$ cat config.mk
export PLATFORM = sky130hd
export DESIGN_NAME = frame_tx_scheduler
export DESIGN_NICKNAME = d
export VERILOG_FILES = /design/src/rtl/frame_tx_scheduler.sv
export SDC_FILE = /design/constraint.sdc
export NUM_CORES = 1
export LEC_CHECK = 0
export ABC_AREA = 1
export CAP_MARGIN = 25
export CORE_MARGIN = 10
export CORE_UTILIZATION = 50
export DETAILED_ROUTE_END_ITERATION = 12
export PLACE_DENSITY = 0.67
export SYNTH_ARGS = -nofsm -noshare
export SYNTH_HDL_FRONTEND = slang
export SYNTH_SLANG_ARGS = --single-unit
$ cat constraint.sdc
create_clock -name clk -period 13.4 [get_ports clk]
set_clock_uncertainty 0.05 [all_clocks]
set_input_delay 4.02 -clock clk [delete_from_list [all_inputs] [get_ports clk]]
set_output_delay 4.02 -clock clk [all_outputs]
set_load 0.02 [all_outputs]
$ cat src/rtl/frame_tx_scheduler.sv
// frame_tx_scheduler: buffers pixel bytes and feeds them one at a time to a UART; define HEADER_EN to prefix a W/H header
module frame_tx_scheduler #(
  parameter int FIFO_DEPTH = 16,
  parameter int ADDR_W = 4
) (
  input  logic        clk,
  input  logic        reset,
  input  logic        start,
  input  logic [15:0] H,
  input  logic [15:0] W,
  input  logic        pix_valid,
  input  logic [7:0]  pix_data,
  output logic        pix_ready,
  output logic [7:0]  tx_data,
  output logic        tx_valid,
  input  logic        tx_done,
  output logic        busy,
  output logic        frame_done,
  output logic        overflow
);
  localparam int CW = ADDR_W + 1;
  localparam logic [ADDR_W:0] FULL_CNT = FIFO_DEPTH[ADDR_W:0];
`ifdef HEADER_EN
  typedef enum logic [2:0] {IDLE, HDR, ISSUE, WAIT_TX, DONE} state_t;
  logic [15:0] h_r, w_r;
  logic [2:0]  hdr_idx;
  logic [7:0]  hdr_byte;
`else
  typedef enum logic [2:0] {IDLE, ISSUE, WAIT_TX, DONE} state_t;
`endif
  state_t state, nxt;
  logic [7:0] mem [FIFO_DEPTH];
  logic [ADDR_W-1:0] wp, rp;
  logic [ADDR_W:0] cnt;
  logic [31:0] total, rx_cnt, tx_cnt;
  logic full, empty, push, pop, launch;
  assign full = cnt == FULL_CNT;
  assign empty = cnt == '0;
  assign busy = state != IDLE;
  assign frame_done = state == DONE;
  assign pix_ready = busy && !full && (rx_cnt < total);
  assign push = pix_valid && pix_ready;
  assign pop = state == ISSUE && tx_cnt != total && !empty;
  assign launch = state == IDLE && start;
`ifdef HEADER_EN
  assign hdr_byte = hdr_idx[1] ? (hdr_idx[0] ? h_r[7:0] : h_r[15:8])
                               : (hdr_idx[0] ? w_r[7:0] : w_r[15:8]);
`endif
  always_ff @(posedge clk)
    state <= reset ? IDLE : nxt;
  always_comb begin
    nxt = state;
    case (state)
`ifdef HEADER_EN
      IDLE:    nxt = start ? HDR : IDLE;
      HDR:     nxt = WAIT_TX;
      WAIT_TX: nxt = !tx_done ? WAIT_TX : !hdr_idx[2] ? HDR : tx_cnt == total ? DONE : ISSUE;
`else
      IDLE:    nxt = start ? ISSUE : IDLE;
      WAIT_TX: nxt = !tx_done ? WAIT_TX : tx_cnt == total ? DONE : ISSUE;
`endif
      ISSUE:   nxt = tx_cnt == total ? DONE : !empty ? WAIT_TX : ISSUE;
      DONE:    nxt = IDLE;
      default: nxt = IDLE;
    endcase
  end
  always_ff @(posedge clk)
    if (push) mem[wp] <= pix_data;
  always_ff @(posedge clk) begin
    if (reset) begin
      wp <= '0;
      rp <= '0;
      cnt <= '0;
      total <= '0;
      rx_cnt <= '0;
      tx_cnt <= '0;
      tx_data <= '0;
      tx_valid <= 1'b0;
      overflow <= 1'b0;
`ifdef HEADER_EN
      h_r <= '0;
      w_r <= '0;
      hdr_idx <= '0;
`endif
    end else begin
      tx_valid <= 1'b0;
      if (launch) begin
        // a new frame flushes whatever the previous one left in the buffer
        wp <= '0;
        rp <= '0;
        cnt <= '0;
        total <= 32'(H) * 32'(W);
        rx_cnt <= '0;
        tx_cnt <= '0;
`ifdef HEADER_EN
        h_r <= H;
        w_r <= W;
        hdr_idx <= '0;
`endif
      end else begin
        if (push) begin
          wp <= wp + 1'b1;
          rx_cnt <= rx_cnt + 1;
        end
        if (pop) begin
          tx_data <= mem[rp];
          tx_valid <= 1'b1;
          rp <= rp + 1'b1;
          tx_cnt <= tx_cnt + 1;
        end
        cnt <= cnt + CW'(push) - CW'(pop);
        if (pix_valid && busy && full && rx_cnt < total) overflow <= 1'b1;
`ifdef HEADER_EN
        if (state == HDR) begin
          tx_data <= hdr_byte;
          tx_valid <= 1'b1;
          hdr_idx <= hdr_idx + 1'b1;
        end
`endif
      end
    end
  end
endmodule

# --- Yosys cells after proc, flatten, opt, wreduce, memory -nomap -nowiden ---
# Memory sizes are Yosys's and may differ from the RTL's. A register that Yosys moved wholly into a read port is not among the register bits.
# Index checks and enable logic that the tools add are counted.
totals:
  memories: 1
  out_inout_bits: 13
  regBits: 114
  latch_bits: 0
  ramBits: 128
  romBits: 0
  inputBits: 45
classes:
  shifts: 0
  mul: 1
  addsub: 6
  order_cmp: 1
  div_mod_pow: 0
  bitwise: 1
  n_reduce_logical: 17
  n_eq_ne: 6
  mux: 9
mem_list:
  columns: ["name", "words", "width", "read_ports", "rd_ports_with_merged_regs", "write_ports", "line_no", "source"]
  rows:
  - ["mem", 16, 8, 1, 1, 1, "32", "logic [7:0] mem [FIFO_DEPTH];"]
ops:
  columns: ["operator", "count"]
  rows:
  - ["32-bit by 1-bit adder with 32-bit output (second input constant)", 2]
  - ["32-bit equality test", 1]
  - ["32-bit less-than comparator", 1]
  - ["16-bit by 16-bit multiplier with 32-bit output", 1]
  - ["32-bit inequality test", 1]
  - ["1-bit logical AND", 9]
  - ["4-bit by 1-bit adder with 4-bit output (second input constant)", 2]
  - ["2-bit two-way mux", 4]
  - ["3-bit by 2-bit equality test with 1-bit output (second input constant)", 2]
  - ["2-bit one-hot mux with 3 select lines", 1]
  - ["5-bit by 1-bit adder with 5-bit output", 1]
  - ["5-bit equality test (second input constant)", 1]
  - ["5-bit zero test", 1]
  - ["5-bit by 1-bit subtractor with 5-bit output", 1]
  - ["1-bit two-way mux", 4]
  - ["2-bit AND reduction", 2]
  - ["3-bit by 1-bit equality test with 1-bit output (second input constant)", 1]
  - ["3-bit zero test", 1]
  - ["3-bit nonzero test", 1]
  - ["1-bit zero test", 2]
  - ["2-bit OR reduction", 1]
  - ["1-bit NOT", 1]

# --- Depth between registers and ports, before layout ---
# Gate-level depths: netlist (run 1).
logic_depth:
  depth_word: 7
  mapped_depth: 27

# --- Worst setup path after synthesis (run 1) ---
# Ideal clock, no wire load.
synth_timing:
  kind: "in2reg"
  startpoint: "input port W[12]"
  endpoint: "register total[30]"
  required_ps: 13235
  setup_ps: 115
  path_slack_ps: 4155
  t_arrival_ps: 9080
  path_stages: 23
  path_buffers: 2
  cell_sequence: "clkbuf_1 clkbuf_1 nand2_1 fa_1 inv_1 fa_1 fa_1 fa_1 fa_1 inv_1 fa_1 inv_1 ha_1 a21oi_1 o21ai_0 a21oi_1 nor2_1 nor2_1 nand2_1 nand2_1 nand2_1 o21ai_0 inv_1"
synth_between:
  elab_chain_cells: 1
synth_rtl:
  columns: ["element", "line_no", "source"]
  rows:
  - ["from (decl)", "10", "input logic [15:0] W,"]
  - ["16-bit by 16-bit multiplier with 32-bit output", "92", "total <= 32'(H) * 32'(W);"]
  - ["to (signal assigned)", "92", null]
  - ["to (decl)", "35", "logic [31:0] total, rx_cnt, tx_cnt;"]
# No other way between the ends.
# A chain may end at the register's enable or synchronous reset.

# --- Worst setup path after layout (run 1) ---
layout_timing:
  startpoint: "input port W[7]"
  endpoint: "register total[29]"
# Same word-level chain as after synthesis.

==> results of run 1 <==
## registers in the layout, indices dropped and copies added (netlist names)
register and cells:
cnt 5, mem 128, overflow 1, rp 4, rx_cnt 32, state 2, total 32, tx_cnt 32
tx_data 8, tx_valid 1, wp 4
## worst min path at each step
stage / from / endpoint / slack (ps) / depth (start not counted)
floorplan: tx_cnt[28] / tx_cnt[28] / 420 / 2
global placement: overflow / overflow / 390 / 2
detailed placement: overflow / overflow / 400 / 2
CTS: overflow / overflow / 410 / 2
global route: overflow / overflow / 440 / 2
finish: overflow / overflow / 400 / 2
## per-layer routing
metal / wire length (microns) / part of all wire, %
met1: 24300 / 44
met2: 26500 / 48
met3: 3290 / 6.0
met5: 0 / 0
met4: 934 / 1.7
## per-stage QoR
step                power, uW  hold slack [ps]  setup slack, ps  util (%)
CTS                      5110              414             3610      54.7
global placement         4410              394             3020      52.8
detailed placement       4390              404             3050      52.8
finish                   5120              402             3560      54.7
global route             5680              437             3200      54.7
floorplan                3390              420             4150         -
## cell families after synthesis
family,after synthesis,synth area share (%)
and+or+nand+nor,1102,21.5
buffers and inverters,692,12.5
adders and majority gates,343,26.8
AOI/OAI and AO/OA,299,7.64
DFF,249,29.2
xor gates and xnor gates,48,1.96
muxes,8,0.373
## layout make-up
type	instances	area (sq um)	share of cell area, %
Multi-Input combinational cell	1800	12500	54.2
Sequential cell	249	6270	27.2
Inverter	571	2140	9.29
Clock buffer	41	726	3.15
Tap cell	539	674	2.92
Timing Repair Buffer	69	673	2.92
Clock inverter	5	73.8	0.320
## synthesized netlist by cell type (3+ instances only)
| cell | n | area [sq um] |
|---|---|---|
| sky130_fd_sc_hd__nand2_1 | 680 | 2550 |
| sky130_fd_sc_hd__inv_1 | 565 | 2120 |
| sky130_fd_sc_hd__nor2_1 | 213 | 800 |
| sky130_fd_sc_hd__fa_1 | 195 | 3900 |
| sky130_fd_sc_hd__ha_1 | 148 | 1850 |
| sky130_fd_sc_hd__a21oi_1 | 128 | 641 |
| sky130_fd_sc_hd__edfxtp_1 | 128 | 3840 |
| sky130_fd_sc_hd__dfxtp_1 | 121 | 2420 |
| sky130_fd_sc_hd__o21ai_0 | 110 | 551 |
| sky130_fd_sc_hd__clkbuf_1 | 91 | 342 |
| sky130_fd_sc_hd__nand3_1 | 80 | 400 |
| sky130_fd_sc_hd__nand4_1 | 60 | 375 |
| sky130_fd_sc_hd__xor2_1 | 30 | 263 |
| sky130_fd_sc_hd__nor3_1 | 27 | 135 |
| sky130_fd_sc_hd__buf_2 | 20 | 100 |
| sky130_fd_sc_hd__xnor2_1 | 18 | 158 |
| sky130_fd_sc_hd__o211ai_1 | 9 | 67.6 |
| sky130_fd_sc_hd__o21a_1 | 9 | 67.6 |
| sky130_fd_sc_hd__a21o_1 | 8 | 60.1 |
| sky130_fd_sc_hd__mux2i_1 | 8 | 80.1 |
| sky130_fd_sc_hd__nor2_2 | 8 | 50.1 |
| sky130_fd_sc_hd__o221ai_1 | 8 | 70.1 |
| sky130_fd_sc_hd__nand3_2 | 7 | 70.1 |
| sky130_fd_sc_hd__nor4_1 | 7 | 43.8 |
| sky130_fd_sc_hd__o21ai_1 | 7 | 35.0 |
| sky130_fd_sc_hd__o21bai_1 | 7 | 52.6 |
| sky130_fd_sc_hd__buf_6 | 6 | 67.6 |
| sky130_fd_sc_hd__o22ai_1 | 6 | 37.5 |
| sky130_fd_sc_hd__inv_2 | 5 | 18.8 |
| sky130_fd_sc_hd__or2_2 | 4 | 25.0 |
| sky130_fd_sc_hd__buf_1 | 3 | 11.3 |
| sky130_fd_sc_hd__nor2_4 | 3 | 33.8 |
## power by group through the flow
stage                     clock network, uW  logic (uW)  registers, uW
after floorplan                           0        2470            923
after global placement                    0        3480            928
after detailed placement                  0        3470            929
after CTS                               704        3500            914
after global routing                    735        4020            921
final                                   691        3510            914
## critical path: stages
cell,delay (ps)
sky130_fd_sc_hd__clkdlybuf4s50_1,950
sky130_fd_sc_hd__nand2_1,170
sky130_fd_sc_hd__fa_1,560
sky130_fd_sc_hd__inv_1,50
sky130_fd_sc_hd__fa_1,500
sky130_fd_sc_hd__inv_1,50
sky130_fd_sc_hd__fa_1,560
sky130_fd_sc_hd__inv_1,60
sky130_fd_sc_hd__fa_1,450
sky130_fd_sc_hd__fa_1,490
sky130_fd_sc_hd__inv_1,50
sky130_fd_sc_hd__fa_1,480
sky130_fd_sc_hd__inv_1,50
sky130_fd_sc_hd__ha_1,350
sky130_fd_sc_hd__a21o_1,200
sky130_fd_sc_hd__a21oi_1,320
sky130_fd_sc_hd__nor2_1,80
sky130_fd_sc_hd__nor2_1,190
sky130_fd_sc_hd__nor2_1,100
sky130_fd_sc_hd__nor2_1,190
sky130_fd_sc_hd__nand3_1,110
sky130_fd_sc_hd__nand3_1,110
sky130_fd_sc_hd__o21ai_0,90
==> summary.md, run 1 <==
| Metric | Value |
|---|---|
| P_leak | 0.0110 uW |
| Proportion of synthesized chip area in sequential cells | 29.2% |
| Grt total ovfl | 0 |
| Unrepaired setup endpoints after global routing | no |
| Routing usage on met3 | 3.00% |
| Path type of the worst min-delay path | flip-flop to flip-flop |
| Worst Setup Path Type | primary input to flip-flop |
| Routability-driven placement congestion ratio | 0.936 |
| Post-synth ARST share | 0% |
| Number of global-route vias before repair | 17500 |
| Antenna-violating nets left | 0 |
| First-pass DRT Iterations | 5 |
| Switching share of power | 52.1% |
| Hold_buf cts | 0 |
| Number of fill cells in the layout | 3937 |
| Aggregate routed wire length | 55.0 mm |
| R2r startpoint | total[7] |
| Setup repair bufs after CTS | 0 |
| Maximum clock rate | 0.102 GHz |
| CTS H-tree lvls | 1 |
| Final critical path time including I/O delays and setup | 9840 ps |
| Launch point of the worst path | W[7] |
| Clock slew seen by the registers of the worst setup and hold paths | 70 ps |
| Detailed-route DRC error count | 0 |
| Full die area | 0.0516 sq mm |
| Clock tree buffer depth | 3 |
| Syn_area_per_cell | 7.82 sq um |
| Final TNS setup | 0 ps |
| Flip-flop and latch count after synthesis | 249 |
| Max-Slew Margin vs Limit | 34.8% |
| Critical Path Source Type | primary input |
| Power density over cell area | 222 mW/mm^2 |
| Routed via count divided by cell count | 5.32 |
| Period Utilization, post-route | 73.4% |
| Cell count after placement | 3227 |
| # IOs | 58 |
| Type of destination of the critical path | flip-flop |
| Summed instance area of the synthesized netlist | 0.0214 sq mm |
| Met1 layer usage reported by global route | 29.4% |
| Synthesized Nets | 3129 |
| Result of the run | complete, no violations |
| # diodes | 0 |
| Antenna violations before repair | 0 |
| Flop2flop setup slack | 9280 ps |
| Fin. Hold Viols | 0 |
| Wirelength per Cell | 16.8 microns |
| Number of distinct library cell variants in the gate-level netlist after synthesis | 48 |
| Row cnt | 75 |
| Net Sw Power | 2660 uW |
| Largest net degree at the start of global routing | 52 |
| Area Growth Syn to Fin | 7.56% |
| Layout cell share with drive strength beyond 1 | 3.03% |
| Clock power share | 13.5% |
| Count of cells resized by post-cts repair | 0 |
| Yosys warnings | 0 |
| Clk Latency, worst-skew pair | 550 ps |
| Data arrival time at the worst-slack endpoint | 10220 ps |
| Layer with the highest usage | met2 |
| Commonest cells after routing, fill and taps aside | sky130_fd_sc_hd__nand2_1 (680), sky130_fd_sc_hd__inv_1 (564), sky130_fd_sc_hd__nor2_1 (213) |
| Detailed placer's ending HPWL | 42.1 mm |
| Die width | 227 microns |
| CTS tree | done |
| Top flip-flop cell by instance count after synthesis | sky130_fd_sc_hd__edfxtp_1 |
| Violation count after the first detailed-route iteration | 1292 |
| Share of total power in sequential cells | 17.9% |
| R2R Path End | cnt[4] |
| Max-slew violation count | 0 |
| Number of clock sinks seen by CTS | 249 |
| Post-placement cell area | 0.0222 sq mm |
| Peak VDD IR | 0.242 mV |
| M2 GR Usage | 37.0% |
| Total vias in the final route | 17400 |
| Number of cells on the worst reg-to-reg path | 19 |
| Die Ht | 227 microns |
| P_int | 2450 uW |
| Global-route usage over all layers | 21.8% |
| Total setup violations reported at the end of the flow | 0 |
| Core Footprint | 0.0421 sq mm |
| Root buf cell | sky130_fd_sc_hd__clkbuf_16 |
| Most common library cell in the layout ignoring fill and taps | sky130_fd_sc_hd__nand2_1 |
| MaxCap Viol Count | 0 |
| Synthesized instance count | 2741 |
| Non-Filler Cell Area, Final | 0.0231 sq mm |
| # port buffers | 57 |
| Starting Density | 50.9% |
| Post-synth EDFFs | 128 |
| Maximum fanout along the worst path | 16 |
| Wire length of the first global-routing pass | 90.5 mm |
| Transition at the pin with the smallest max-transition slack | 975 ps |
| Non-filler instance count after layout | 3274 |
| Required @ worst endpoint | 13780 ps |
| Clock buffers created by TritonCTS | 25 |
| CP endpoint | total[29] |
| Comb pwr share | 68.6% |
| Nets | 3104 |
No activity file was read; power rests on OpenSTA's default activity.
==> inputs of run 2 (changes only) <==
Settings changed: PLACE_DENSITY 0.67 to 0.69.
Clock period 13.4 ns to 8.5 ns, I/O delays scaled along.
==> run 2 against run 1 <==
  * Via count up 1.1%
  * Critical path type unchanged
  * Critical path depth down 1
  * Global-route usage up 0.47 points
  * Clock power up 59%
  * Wire length up 1.9%
  * Cell area up 2.5%
  * Utilization up 1.4 points
  * Critical endpoint is now total[30]
  * Register-to-register slack worse by 4900 ps
  * Cell count up 1.9%
  * Non-clock buffer count up 60
  * Sequential power up 58%
  * Sequential share of layout area down 0.66 points
  * Largest cell class unchanged
==> summary.md, run 2 (synthesis results as in run 1) <==
| Metric | Value |
|---|---|
| Path type of the worst min-delay path | flip-flop to flip-flop |
| Most common library cell in the layout ignoring fill and taps | sky130_fd_sc_hd__nand2_1 |
| Power density over cell area | 358 mW/mm^2 |
| Result of the run | complete, no violations |
| Data arrival time at the worst-slack endpoint | 8430 ps |
| Standard cell with the maximum stage delay on the critical path | sky130_fd_sc_hd__clkdlybuf4s50_1 |
| Routing usage on met3 | 3.42% |
| Cell count after placement | 3287 |
| Max-slew violation count | 0 |
| Count of cells resized by post-cts repair | 0 |
| Net Sw Power | 4250 uW |
| Clock slew seen by the registers of the worst setup and hold paths | 60 ps |
| Routed via count divided by cell count | 5.28 |
| Global-route usage over all layers | 22.3% |
| CTS H-tree lvls | 1 |
| Clock buffers created by TritonCTS | 26 |
| Clock power share | 13.0% |
| Max stage delay on crit path | 790 ps |
| # port buffers | 57 |
| Core Footprint | 0.0421 sq mm |
| Root buf cell | sky130_fd_sc_hd__clkbuf_16 |
| Grt total ovfl | 0 |
| Critical Path Source Type | primary input |
| Layout cell share with drive strength beyond 1 | 5.26% |
| Delay-heaviest family, CP | adder cells |
| Commonest cells after routing, fill and taps aside | sky130_fd_sc_hd__nand2_1 (680), sky130_fd_sc_hd__inv_1 (564), sky130_fd_sc_hd__nor2_1 (213) |
| Max FFs per register | 128 |
| Total setup violations reported at the end of the flow | 0 |
| Full die area | 0.0516 sq mm |
| Count of buffering cells on the critical path with inverters included | 5 |
| Share of total power in sequential cells | 17.0% |
| Clock tree buffer depth | 3 |
| Nets | 3165 |
| Maximum clock rate | 0.124 GHz |
| P_leak | 0.0113 uW |
| Fin. Hold Viols | 0 |
| Clk Latency, worst-skew pair | 550 ps |
| Detailed-route DRC error count | 0 |
| Max-Slew Margin vs Limit | 34.8% |
| Hold_buf cts | 0 |
| # diodes | 0 |
| Comb pwr share | 70.0% |
| Antenna-violating nets left | 0 |
| Met1 layer usage reported by global route | 30.7% |
| Violation count after the first detailed-route iteration | 1518 |
| Top register by number of flip-flops | mem |
| MaxCap Viol Count | 0 |
| Layer with the highest usage | met2 |
| Switching share of power | 50.2% |
| Non-filler instance count after layout | 3335 |
| First-pass DRT Iterations | 5 |
| Cells along the critical path | clkdlybuf4s50_1 -> nand2_1 -> fa_1 -> fa_1 -> fa_1 -> inv_1 -> fa_1 -> fa_1 -> inv_1 -> fa_1 -> inv_1 -> ha_1 -> a21oi_1 -> o21ai_0 -> a21oi_1 -> nand2_1 -> nand2_1 -> nand2_1 -> nand2_1 -> nand2_1 -> o21ai_0 -> inv_1 |
| Transition at the pin with the smallest max-transition slack | 977 ps |
| Final critical path time including I/O delays and setup | 8040 ps |
| Type of destination of the critical path | flip-flop |
| Number of global-route vias before repair | 17700 |
| Wirelength per Cell | 16.8 microns |
| Maximum fanout along the worst path | 12 |
| Starting Density | 50.9% |
| Total vias in the final route | 17600 |
| Peak VDD IR | 0.400 mV |
| Worst Setup Path Type | primary input to flip-flop |
| Unrepaired setup endpoints after global routing | no |
| Largest net degree at the start of global routing | 76 |
| M2 GR Usage | 36.2% |
| Die Ht | 227 microns |
| Required @ worst endpoint | 8890 ps |
| CTS tree | done |
| Setup repair bufs after CTS | 0 |
| Detailed placer's ending HPWL | 43.6 mm |
| Aggregate routed wire length | 56.0 mm |
| Die width | 227 microns |
| Number of clock sinks seen by CTS | 249 |
| Area Growth Syn to Fin | 10.2% |
| # IOs | 58 |
| Post-Route Hold Slack | 400 ps |
| Period Utilization, post-route | 94.6% |
| Antenna violations before repair | 0 |
| Routability-driven placement congestion ratio | 0.924 |
| P_int | 4210 uW |
| Wire length of the first global-routing pass | 92.8 mm |
| Row cnt | 75 |
-- run 2: worst reg2reg max path, delay by kind of cell, from the launching register on --
kind | cells | cell delay, ps
adders and majority gates | 4 | 1420
AOI/OAI and AO/OA | 3 | 420
buffers and inverters | 4 | 330
DFF | 1 | 400
and+or+nand+nor | 6 | 1450
-- run 2: stage by stage --
stage	setup WS (ps)	utilization, %	setup TNS [ps]	area [sq um]	power (uW)
finish	461	56.1	0	23600	8460
CTS	520	56.0	0	23600	8450
detailed placement	-53.7	54.1	-53.7	22800	7300
global placement	-54.8	54.1	-54.8	22800	7270
floorplan	725	-	0	21400	5350
global route	75.3	56.1	0	23600	9380
-- run 2: power by group through the flow --
stage,Combinational [uW],Clock [uW],Sequential (uW)
after floorplan,3890,0,1460
after global placement,5810,0,1460
after detailed placement,5840,0,1460
after CTS,5900,1110,1440
after global routing,6770,1160,1450
final,5920,1100,1440
-- run 2: worst paths after layout --
| kind | endpoint | cells after the start | startpoint | slack (ps) |
|---|---|---|---|---|
| hold / removal | overflow | 2 | overflow | 400 |
| setup reg to reg | cnt[4] | 17 | total[25] | 4360 |
| hold reg to reg | overflow | 2 | overflow | 400 |
| setup / recovery | total[30] | 22 | W[1] | 460 |
-- run 2: per-layer routing --
layer	vias to the layer above	routed length (microns)
met5	-	0
met4	0	1240
met3	81	3870
met2	525	25600
met1	8441	25300
li1	8575	-
-- run 2: final cells by class --
| type | count | area, sq um |
|---|---|---|
| multi-input cells | 1800 | 12500 |
| repair buffers | 129 | 1230 |
| clock inverters | 8 | 56.3 |
| well taps | 539 | 674 |
| fillers | 3805 | 18500 |
| inverters | 571 | 2140 |
| clock buffers | 39 | 761 |
| flip-flops and latches | 249 | 6270 |
